===== config.mk =====
export PLATFORM = sky130hd
export DESIGN_NAME = dmem_readback
export DESIGN_NICKNAME = d
export VERILOG_FILES = /design/src/rtl/dmem_readback_pkg.sv /design/src/rtl/dmem_readback_lat.sv /design/src/rtl/dmem_readback.sv
export SDC_FILE = /design/constraint.sdc
export NUM_CORES = 1
export LEC_CHECK = 0
export ABC_AREA = 1
export CAP_MARGIN = 20
export CELL_PAD_IN_SITES_DETAIL_PLACEMENT = 0
export CELL_PAD_IN_SITES_GLOBAL_PLACEMENT = 1
export CORE_ASPECT_RATIO = 0.5
export CORE_MARGIN = 10
export CORE_UTILIZATION = 39
export CTS_BUF_LIST = sky130_fd_sc_hd__clkbuf_8
export CTS_CLUSTER_SIZE = 30
export DETAILED_ROUTE_END_ITERATION = 16
export GPL_TIMING_DRIVEN = 0
export PLACE_DENSITY = 0.89
export RECOVER_POWER = 25
export SLEW_MARGIN = 20
export SYNTH_ARGS = -nofsm -noshare
export SYNTH_HDL_FRONTEND = slang
export SYNTH_HIERARCHICAL = 1
export SYNTH_SLANG_ARGS = --single-unit

===== constraint.sdc =====
create_clock -name clk -period 4 [get_ports clk]
set_input_delay 1.2 -clock clk [delete_from_list [all_inputs] [get_ports clk]]
set_output_delay 1.2 -clock clk [all_outputs]
set_load 0.02 [all_outputs]

===== src/rtl/dmem_readback_pkg.sv =====
// Shared types and default sizes for the data-memory readback engine.
// The FSM states and default geometry live here.
package dmem_readback_pkg;

  localparam int DEF_ADDR_W = 10;
  localparam int DEF_DATA_W = 16;
  localparam int DEF_RD_LAT = 2;

  localparam int LAT_CNT_W = 4;

  typedef enum logic [1:0] {
    IDLE,
    WAIT,
    HOLD,
    DONE
  } state_e;

endpackage


===== src/rtl/dmem_readback_lat.sv =====
// lat_counter: counts read-latency cycles.
// tc_o is high on the cycle whose edge completes the wait.
module lat_counter
  import dmem_readback_pkg::*;
#(
  parameter int LAT = DEF_RD_LAT
) (
  input  logic clk,
  input  logic reset,
  input  logic clr_i,
  input  logic en_i,
  output logic tc_o
);

  localparam logic [LAT_CNT_W-1:0] TC =
    LAT_CNT_W'(LAT - 1);

  logic [LAT_CNT_W-1:0] cnt_q;
  logic [LAT_CNT_W-1:0] cnt_d;

  always_comb begin
    cnt_d = cnt_q;
    if (clr_i) begin
      cnt_d = '0;
    end else if (en_i) begin
      cnt_d = cnt_q + 1'b1;
    end
  end

  always_ff @(posedge clk or posedge reset) begin
    if (reset) begin
      cnt_q <= '0;
    end else begin
      cnt_q <= cnt_d;
    end
  end

  assign tc_o = en_i && (cnt_q == TC);

endmodule


===== src/rtl/dmem_readback.sv =====
// Walks a window of processor data memory and streams
// each word out over a valid/ready beat interface.
module dmem_readback
  import dmem_readback_pkg::*;
#(
  parameter int ADDR_W = DEF_ADDR_W,
  parameter int DATA_W = DEF_DATA_W,
  parameter int RD_LAT = DEF_RD_LAT
) (
  input  logic              clk,
  input  logic              reset,
  input  logic              start,
  input  logic [ADDR_W-1:0] base_addr,
  input  logic [ADDR_W:0]   count,
  output logic [ADDR_W-1:0] inaddress,
  input  logic [DATA_W-1:0] outdata,
  output logic [DATA_W-1:0] dump_data,
  output logic [ADDR_W-1:0] dump_addr,
  output logic              dump_valid,
  input  logic              dump_ready,
  output logic              dump_last,
  output logic              busy,
  output logic              done
);

  localparam logic [ADDR_W:0] ONE = (ADDR_W+1)'(1);

  state_e state_q, state_d;

  logic [ADDR_W-1:0] addr_q, addr_d;
  logic [DATA_W-1:0] data_q, data_d;
  logic [ADDR_W-1:0] daddr_q, daddr_d;
  logic              valid_q, valid_d;
  logic [ADDR_W:0]   rem_q, rem_d;

  logic lat_clr;
  logic lat_en;
  logic lat_tc;

  // Counter runs only in WAIT and restarts from zero on every entry.
  assign lat_en  = (state_q == WAIT);
  assign lat_clr = !lat_en;

  lat_counter #(
    .LAT (RD_LAT)
  ) u_lat (
    .clk   (clk),
    .reset (reset),
    .clr_i (lat_clr),
    .en_i  (lat_en),
    .tc_o  (lat_tc)
  );

  always_comb begin
    state_d = state_q;
    addr_d  = addr_q;
    data_d  = data_q;
    daddr_d = daddr_q;
    valid_d = valid_q;
    rem_d   = rem_q;
    unique case (state_q)
      IDLE: begin
        if (start) begin
          if (count != '0) begin
            addr_d  = base_addr;
            rem_d   = count;
            state_d = WAIT;
          end else begin
            state_d = DONE;
          end
        end
      end
      WAIT: begin
        if (lat_tc) begin
          data_d  = outdata;
          daddr_d = addr_q;
          valid_d = 1'b1;
          state_d = HOLD;
        end
      end
      HOLD: begin
        if (dump_ready) begin
          valid_d = 1'b0;
          rem_d   = rem_q - 1'b1;
          if (rem_q == ONE) begin
            state_d = DONE;
          end else begin
            addr_d  = addr_q + 1'b1;
            state_d = WAIT;
          end
        end
      end
      DONE: begin
        state_d = IDLE;
      end
      default: begin
        state_d = IDLE;
      end
    endcase
  end

  always_ff @(posedge clk or posedge reset) begin
    if (reset) begin
      state_q <= IDLE;
      addr_q  <= '0;
      data_q  <= '0;
      daddr_q <= '0;
      valid_q <= 1'b0;
      rem_q   <= '0;
    end else begin
      state_q <= state_d;
      addr_q  <= addr_d;
      data_q  <= data_d;
      daddr_q <= daddr_d;
      valid_q <= valid_d;
      rem_q   <= rem_d;
    end
  end

  assign inaddress  = addr_q;
  assign dump_data  = data_q;
  assign dump_addr  = daddr_q;
  assign dump_valid = valid_q;
  assign dump_last  = valid_q && (rem_q == ONE);
  assign busy       = (state_q != IDLE);
  assign done       = (state_q == DONE);

endmodule


Yosys cells after proc, flatten, opt, wreduce, memory -nomap -nowiden

Cells that the tools add are included.

Output and inout port bits: 40
Input port bits: 41
Flip-flop bits (word level): 54
Word-level logic and storage cells: 51

Reduce and logical (&&, ||, !) cells: 12
Eq/ne operators: 10
Add/subtract/negate cells: 3
Mux-type cells: 19

Operator list:

| kind                    | number |
|---|---|
| $mux W10                | 4 |
| $mux W11                | 3 |
| $pmux W11 S2            | 1 |
| $pmux W10 S2            | 1 |
| $eq A11 B1 Y1 const B   | 1 |
| $reduce_bool A11 Y1     | 1 |
| $sub A11 B1 Y11 const B | 1 |
| $add A10 B1 Y10 const B | 1 |
| $mux W2                 | 5 |
| $ne A2 B2 Y1 const B    | 5 |
| $pmux W2 S4             | 1 |
| $reduce_and A3 Y1       | 2 |
| $reduce_bool A2 Y1      | 3 |
| $reduce_and A5 Y1       | 1 |
| $add A4 B1 Y4 const B   | 1 |
| $eq A2 B2 Y1 const B    | 2 |
| $eq A4 B1 Y1 const B    | 1 |
| $mux W4                 | 1 |
| $reduce_and A4 Y1       | 1 |
| $eq A2 B1 Y1 const B    | 1 |
| $logic_and A1 B1 Y1     | 2 |
| $logic_not A2 Y1        | 1 |
| $mux W1                 | 2 |
| $pmux W1 S2             | 1 |
| $reduce_and A2 Y1       | 1 |

Depth between registers and ports, before layout

Gate-level depths: netlist of run 1.

Word-level depth: 4
Depth in mapped cells: 11
Mapped depth without buffers: 10

Cells and area by module

The synthesis of run 1 kept the hierarchy.

By module, submodules not included:

| module        | sequential area each (sq um) | instances | cells each | area an instance (sq um) |
|---|---|---|---|---|
| dmem_readback | 1251.2                       | 1         | 344        | 2705.1 |
| lat_counter   | 100.1                        | 1         | 28         | 226.5 |

Worst setup path after synthesis of run 1

OpenSTA, ideal clock, no wires.

Path kind: flip-flop to output port
From: reg rem_q[1]
To: out dump_last
Setup slack: 1459 ps
Required time: 2800 ps
Arrival time: 1341 ps
Cell stages (with the launch flop): 7
Buffers on the path: 0
Cell sequence: dfrtp_1 -> inv_1 -> ha_1 -> inv_1 -> nor2_1 -> nand3_1 -> nor3b_1

Longest elaborated chain between the ends: 2

RTL lines:

| what                   | line                 | source |
|---|---|---|
| from (decl)            | dmem_readback.sv:34  | `logic [ADDR_W:0] rem_q, rem_d;` |
| from (signal assigned) | dmem_readback.sv:116 | `rem_q <= rem_d;` |
| $eq A11 B1 Y1          | dmem_readback.sv:124 | `assign dump_last = valid_q && (rem_q == ONE);` |
| $logic_and A1 B1 Y1    | dmem_readback.sv:124 |  |
| to (decl)              | dmem_readback.sv:21  | `output logic dump_last,` |

No other way between the ends.

Final worst setup path of run 1

Ends and elaborated chain as after synthesis.

==> results of run 1 <==
## routing by layer
metal,global-route usage (%),up-vias,part of all wire (%)
li1,-,1345,-
met1,18.2,1206,46
met2,22.6,46,49
met3,2.97,6,4.7
met4,3.68,0,0.92
met5,0,-,0
## kinds of logic after synthesis
family / Yosys count
AOI/OAI and AO/OA: 38
adders and majority gates: 5
buffers and inverters: 45
DFF: 54
muxes: 19
and+or+nand+nor: 211
## critical path, cell delays in order, from the launching register on
cell and delay, ps:
dfrtp_1 400, inv_1 90, ha_1 140, inv_1 40, nor2_1 80, nand3_1 150
nor3b_1 270, clkdlybuf4s50_1 650
## path summary, 6_finish.rpt
path                              startpoint        endpoint  cells past startpoint
min in group asynchronous              reset  u_lat/cnt_q[3]                      2
worst max-delay path                rem_q[1]       dump_last                      7
worst min-delay path            dump_addr[7]    dump_addr[7]                      2
max in group asynchronous              reset    dump_data[4]                      2
worst min register to register  dump_addr[7]    dump_addr[7]                      2
worst max register to register    state_q[0]    dump_addr[4]                      7
## flip-flops by register name, indices dropped and copies added, names as in the netlist
| signal | cells |
|---|---|
| u_lat/cnt_q | 4 |
| rem_q | 11 |
| state_q | 2 |
| inaddress | 10 |
| dump_valid | 1 |
| dump_addr | 10 |
| dump_data | 16 |
## stage by stage
step           utilization (%)  std cells  hold slack [ps]
5_1_grt                   53.6        555              521
4_1_cts                   53.8        555              498
6_report                  53.6        555              490
2_1_floorplan                -        372              471
3_3_place_gp              52.6        548              470
3_5_place_dp              52.6        548              474
## power by group through the flow
stage / combinational [mW] / clock [mW] / sequential, mW
after floorplan: 0.835 / 0 / 1.22
final: 1.68 / 0.310 / 1.02
after global placement: 1.70 / 0 / 1.02
after global routing: 1.87 / 0.345 / 1.06
after CTS: 1.72 / 0.325 / 1.02
after detailed placement: 1.71 / 0 / 1.03
## final cells by class
type	count	area share, %
repair buffers	80	20.4
multi-input cells	273	34.9
clock buffers	5	1.75
inverters	37	3.60
flip-flops and latches	54	34.4
clock inverters	2	0.382
well taps	96	3.06
plain buffers	8	1.53
## layout by cell type, fill, tap and decap left out, types with 2 or more instances in the layout
master,count
buf_6,3
buf_2,3
nor2_4,2
nor2_1,41
inv_2,2
o21ai_0,28
clkdlybuf4s50_1,79
nand2_1,136
nand3b_1,2
mux2_2,17
dfrtp_1,54
nand2_4,2
a21oi_1,8
nand3_1,20
clkbuf_8,5
inv_1,34
ha_1,5
mux2_4,2
clkinvlp_4,2
==> metrics, run 1 <==
period utilisation layout 83.3%; Synth top area share 46.1%; total CTS buffers 5; DR vias 2603; latest clock arrival within the worst-skew pair 320 ps; Adder-Cell Fraction of Synth Area 2.13%; number of post-CTS setup repair buffers 0; H-tree depth 2; drt wl/cell 14.0 µm; Filler cells 731; die outline area 0.0116 mm²; skew final 5.84 ps; top-count cell post-synth nand2_1; Syn Area/Cell 7.88 µm²; Internal 1.66 mW; Mapped Area 0.00293 mm²; Slew @ Worst Pin 1970 ps; gr usage total 13.8%; TritonCTS Sinks 54; Synth Area in Simple Gates 30.6%; Total Power 3.02 mW; min-delay worst type reg -> reg; setup ws final 668 ps; CTS max path bufs 2; TritonRoute pass-1 iters 4; Vias per Instance 4.69; Worst-path clk slew 100 ps; Synth Register Bits 54; row cnt 22; Unique masters post-synth 29; GP Congestion 0.811; unrepaired setup endpoints after global routing false; CTS tree done; worst vdd ir 0.234 mV; Design Area, Final 0.00393 mm²; Syn. warnings 6; Max Transition Viols Final 51; cells after synthesis 372; ANT nets after route 0; sequential group share of total power 33.9%; Worst Path Max Fanout 3; Leak Pwr 1.89 nW; area delta synth->final 33.9%; area used by multi-input combinational logic 0.00137 mm²; Logic pwr share 55.8%; max_cap viols 1; DRT Wirelength 7.79 mm; XOR/XNOR Fraction of Synth Area 0%; fin nets 505; post-CTS sizing 0; vias in the first global route 2515; ys flop type dfrtp_1; diode count 0; Storage cell area 0.00135 mm²; Initial Util 40.0%; arrival time at the worst endpoint 2130 ps; Async SR Flop Fraction 100%; sequential area share after synthesis 46.1%; mux share of post-synthesis cell area 7.55%; power per cell area 768 mW/mm²; first-pass GRT wire length 12.8 mm; Post-Place Worst Slack 984 ps; internal reg-to-reg setup slack 1680 ps; outcome finished, violations left; clock network power share 10.3%; Root Driver clkbuf_8; TNS Setup 0 ps; Post-synth top cells 136 x nand2_1, 54 x dfrtp_1, 39 x nor2_1; hpwl dp 6.01 mm; Ports 81; Placement Cell Area 0.00385 mm²; DIE HEIGHT 81.3 µm; main combinational cell family by area after synthesis simple AND/OR/NAND/NOR gates; initial antenna violation count 0; post-layout minimum cycle time 3330 ps; Post-Syn Nets 418; Setup CP Type reg -> out; share of layout cells above drive strength 1 10.0%; critical path required time 2800 ps; Startpoint Class flip-flop; core area 0.00732 mm²; Hold-fix buffers, CTS 0; grt total ovfl 0; failing checks max-capacitance violations, max-slew violations; P_sw 1.35 mW; Hold Vio Cnt, Final 0; drt drc 0; Area contributors post-synth dfrtp_1 46%, nand2_1 17%, mux2_2 6.5%; fmax 300 MHz; Slew headroom -31.3%; cell type with the largest total area after synthesis dfrtp_1; switch share 44.8%; Port Buffers 80; Die X 143 µm; DRT iter0 DRCs 169; Post-synth EDFFs 0; largest net degree at the start of global routing 51; Compound-Gate Fraction of Synth Area 6.70%; CP endpoint kind output pin; Final setup viols 0
Power figures use the tool's default switching activity.
==> run 2: changes to the inputs <==
--- a/config.mk
+++ b/config.mk
@@ -11,12 +11,12 @@
 export CELL_PAD_IN_SITES_GLOBAL_PLACEMENT = 1
 export CORE_ASPECT_RATIO = 0.5
 export CORE_MARGIN = 10
-export CORE_UTILIZATION = 39
+export CORE_UTILIZATION = 32
 export CTS_BUF_LIST = sky130_fd_sc_hd__clkbuf_8
 export CTS_CLUSTER_SIZE = 30
 export DETAILED_ROUTE_END_ITERATION = 16
 export GPL_TIMING_DRIVEN = 0
-export PLACE_DENSITY = 0.89
+export PLACE_DENSITY = 0.78
 export RECOVER_POWER = 25
 export SLEW_MARGIN = 20
 export SYNTH_ARGS = -nofsm -noshare
==> constraint.sdc (replaced) <==
create_clock -name clk -period 2.7 [get_ports clk]
set_input_delay 0.81 -clock clk [delete_from_list [all_inputs] [get_ports clk]]
set_output_delay 0.81 -clock clk [all_outputs]
set_load 0.02 [all_outputs]
==> run 2 against run 1 <==
Net effect:
- the flow now finishes without violations
- first-iteration DRC count shrank 14%
- via count shrank 0.23%
- worst hold slack gained 7.4 ps
==> metrics, run 2 (synthesis results as in run 1) <==
outcome completed; Total Power 4.53 mW (+50%); drt drc 0 (unchanged); CP peak stage delay 390 ps (-260 ps); Worst Path Max Fanout 3 (unchanged); critical path required time 1890 ps (-910 ps); TritonCTS Sinks 54 (unchanged); DR vias 2597 (-0.23%); gr usage total 12.1% (-1.7 points); share of layout cells above drive strength 1 11.1% (+1.1 points); Initial Util 33.2% (-6.8 points); grt total ovfl 0 (unchanged); H-tree depth 2 (unchanged); DIE HEIGHT 87.7 µm (+7.8%); max_cap viols 0 (-1); total CTS buffers 5 (unchanged); Hold Vio Cnt, Final 0 (unchanged); vias in the first global route 2552 (+1.5%); setup ws final 230 ps (-438 ps); die outline area 0.0136 mm² (+17%); critical path cell sequence inv_1 > ha_1 > inv_1 > nor2_1 > nand3_1 > nor3b_2 > clkbuf_2; DRT iter0 DRCs 145 (-14%); skew final 7.22 ps (+1.38 ps); Die X 155 µm (+8.9%); arrival time at the worst endpoint 1660 ps (-470 ps); core area 0.00883 mm² (+21%); Post-Place Worst Slack 59.2 ps (-925 ps); max reg flops 16 (unchanged); initial antenna violation count 0 (unchanged); most used cell, CP inv_1; post-layout minimum cycle time 2470 ps; CP Buf/Inv Count 3 (unchanged); slowest CP cell dfrtp_1; most frequent cells in the layout 136 x nand2_1, 78 x clkdlybuf4s50_1, 54 x dfrtp_1, 40 x nor2_1, 33 x inv_1; Worst-path clk slew 110 ps (about the same); row cnt 24 (+9.1%); fmax 405 MHz; min-delay worst type reg -> reg; unrepaired setup endpoints after global routing false; Final setup viols 0 (unchanged); Port Buffers 80 (unchanged); diode count 0 (unchanged); final hold slack 497 ps (+7.36 ps); ANT nets after route 0 (unchanged); TritonRoute pass-1 iters 4 (unchanged); period utilisation layout 91.5%; Startpoint Class flip-flop; fin nets 505 (unchanged); first-pass GRT wire length 13.5 mm (+5.3%); Ports 81 (unchanged); area delta synth->final 35.4%; worst vdd ir 0.588 mV (+150%); Setup CP Type reg -> out; CTS max path bufs 2 (unchanged); Leak Pwr 1.90 nW (+0.66%); drt wl/cell 13.9 µm (-0.75%); CP endpoint kind output pin; Vias per Instance 4.50 (-4.0%); largest net degree at the start of global routing 51 (unchanged); most common cell after layout, fill and taps aside nand2_1; Slew @ Worst Pin 1100 ps (-867 ps); Max Transition Viols Final 0 (-100%); Crit path max-delay family simple AND/OR/NAND/NOR gates; Root Driver clkbuf_8; power per cell area 1140 mW/mm² (+48%); CTS tree done; DRT Wirelength 8.04 mm (+3.2%); hpwl dp 6.13 mm (+2.1%); GP Congestion 0.778 (-4.1%); latest clock arrival within the worst-skew pair 320 ps (about the same); Slew headroom 26.7% (+58 points)
-- run 2: final timing paths --
kind                       slack [ps]  cells past startpoint             end         start
setup / recovery                  230                      7       dump_last      rem_q[1]
hold / removal                    500                      2    dump_addr[3]  dump_addr[3]
setup reg to reg                  390                      7    dump_addr[4]    state_q[0]
hold reg to reg                   500                      2    dump_addr[3]  dump_addr[3]
max in group asynchronous         790                      2    dump_addr[7]         reset
min in group asynchronous         850                      2  u_lat/cnt_q[0]         reset
-- run 2: metal layers --
metal | up-vias | wire [µm] | GRT usage, %
li1 | 1347 | - | -
met1 | 1201 | 3790 | 15.9
met2 | 43 | 3790 | 19.5
met3 | 6 | 393 | 3.08
met4 | 0 | 70 | 2.79
met5 | - | 0 | 0
-- run 2: cell type report --
type                    count  area (µm²)
clock inverters             2        16.3
plain buffers               8        60.1
flip-flops and latches     54        1350
clock buffers               6        82.6
repair buffers             80         796
well taps                 117         146
multi-input cells         273        1380
inverters                  37         141
fillers                   891        4860
-- run 2: worst reg2reg max path, delay by kind of cell, from the launching register on --
kind	cells	cell delay, ps
AND/OR/NAND/NOR	4	1120
buffers and inverters	2	310
multiplexers	1	300
flip-flops	1	490
-- run 2: repair_timing --
item,4_1_cts,5_1_grt
endpoints found under the setup margin,1,1
setup buffers,0,0
hold buffers,0,0
endpoints found under the hold margin,0,0
gates resized for setup,3,2
-- run 2: report_power, final --
part           internal, mW  switching (mW)
clock                 0.212           0.303
sequential             1.20           0.310
combinational          1.09            1.41
-- run 2: metrics by stage --
step	instances	area, µm²	util [%]	TNS, ps
finish	577	3970	45.0	0
CTS	577	3980	45.1	0
detailed placement	569	3880	44.0	0
global placement	569	3880	43.9	-24040
global route	577	3970	45.0	0
floorplan	372	2930	-	0
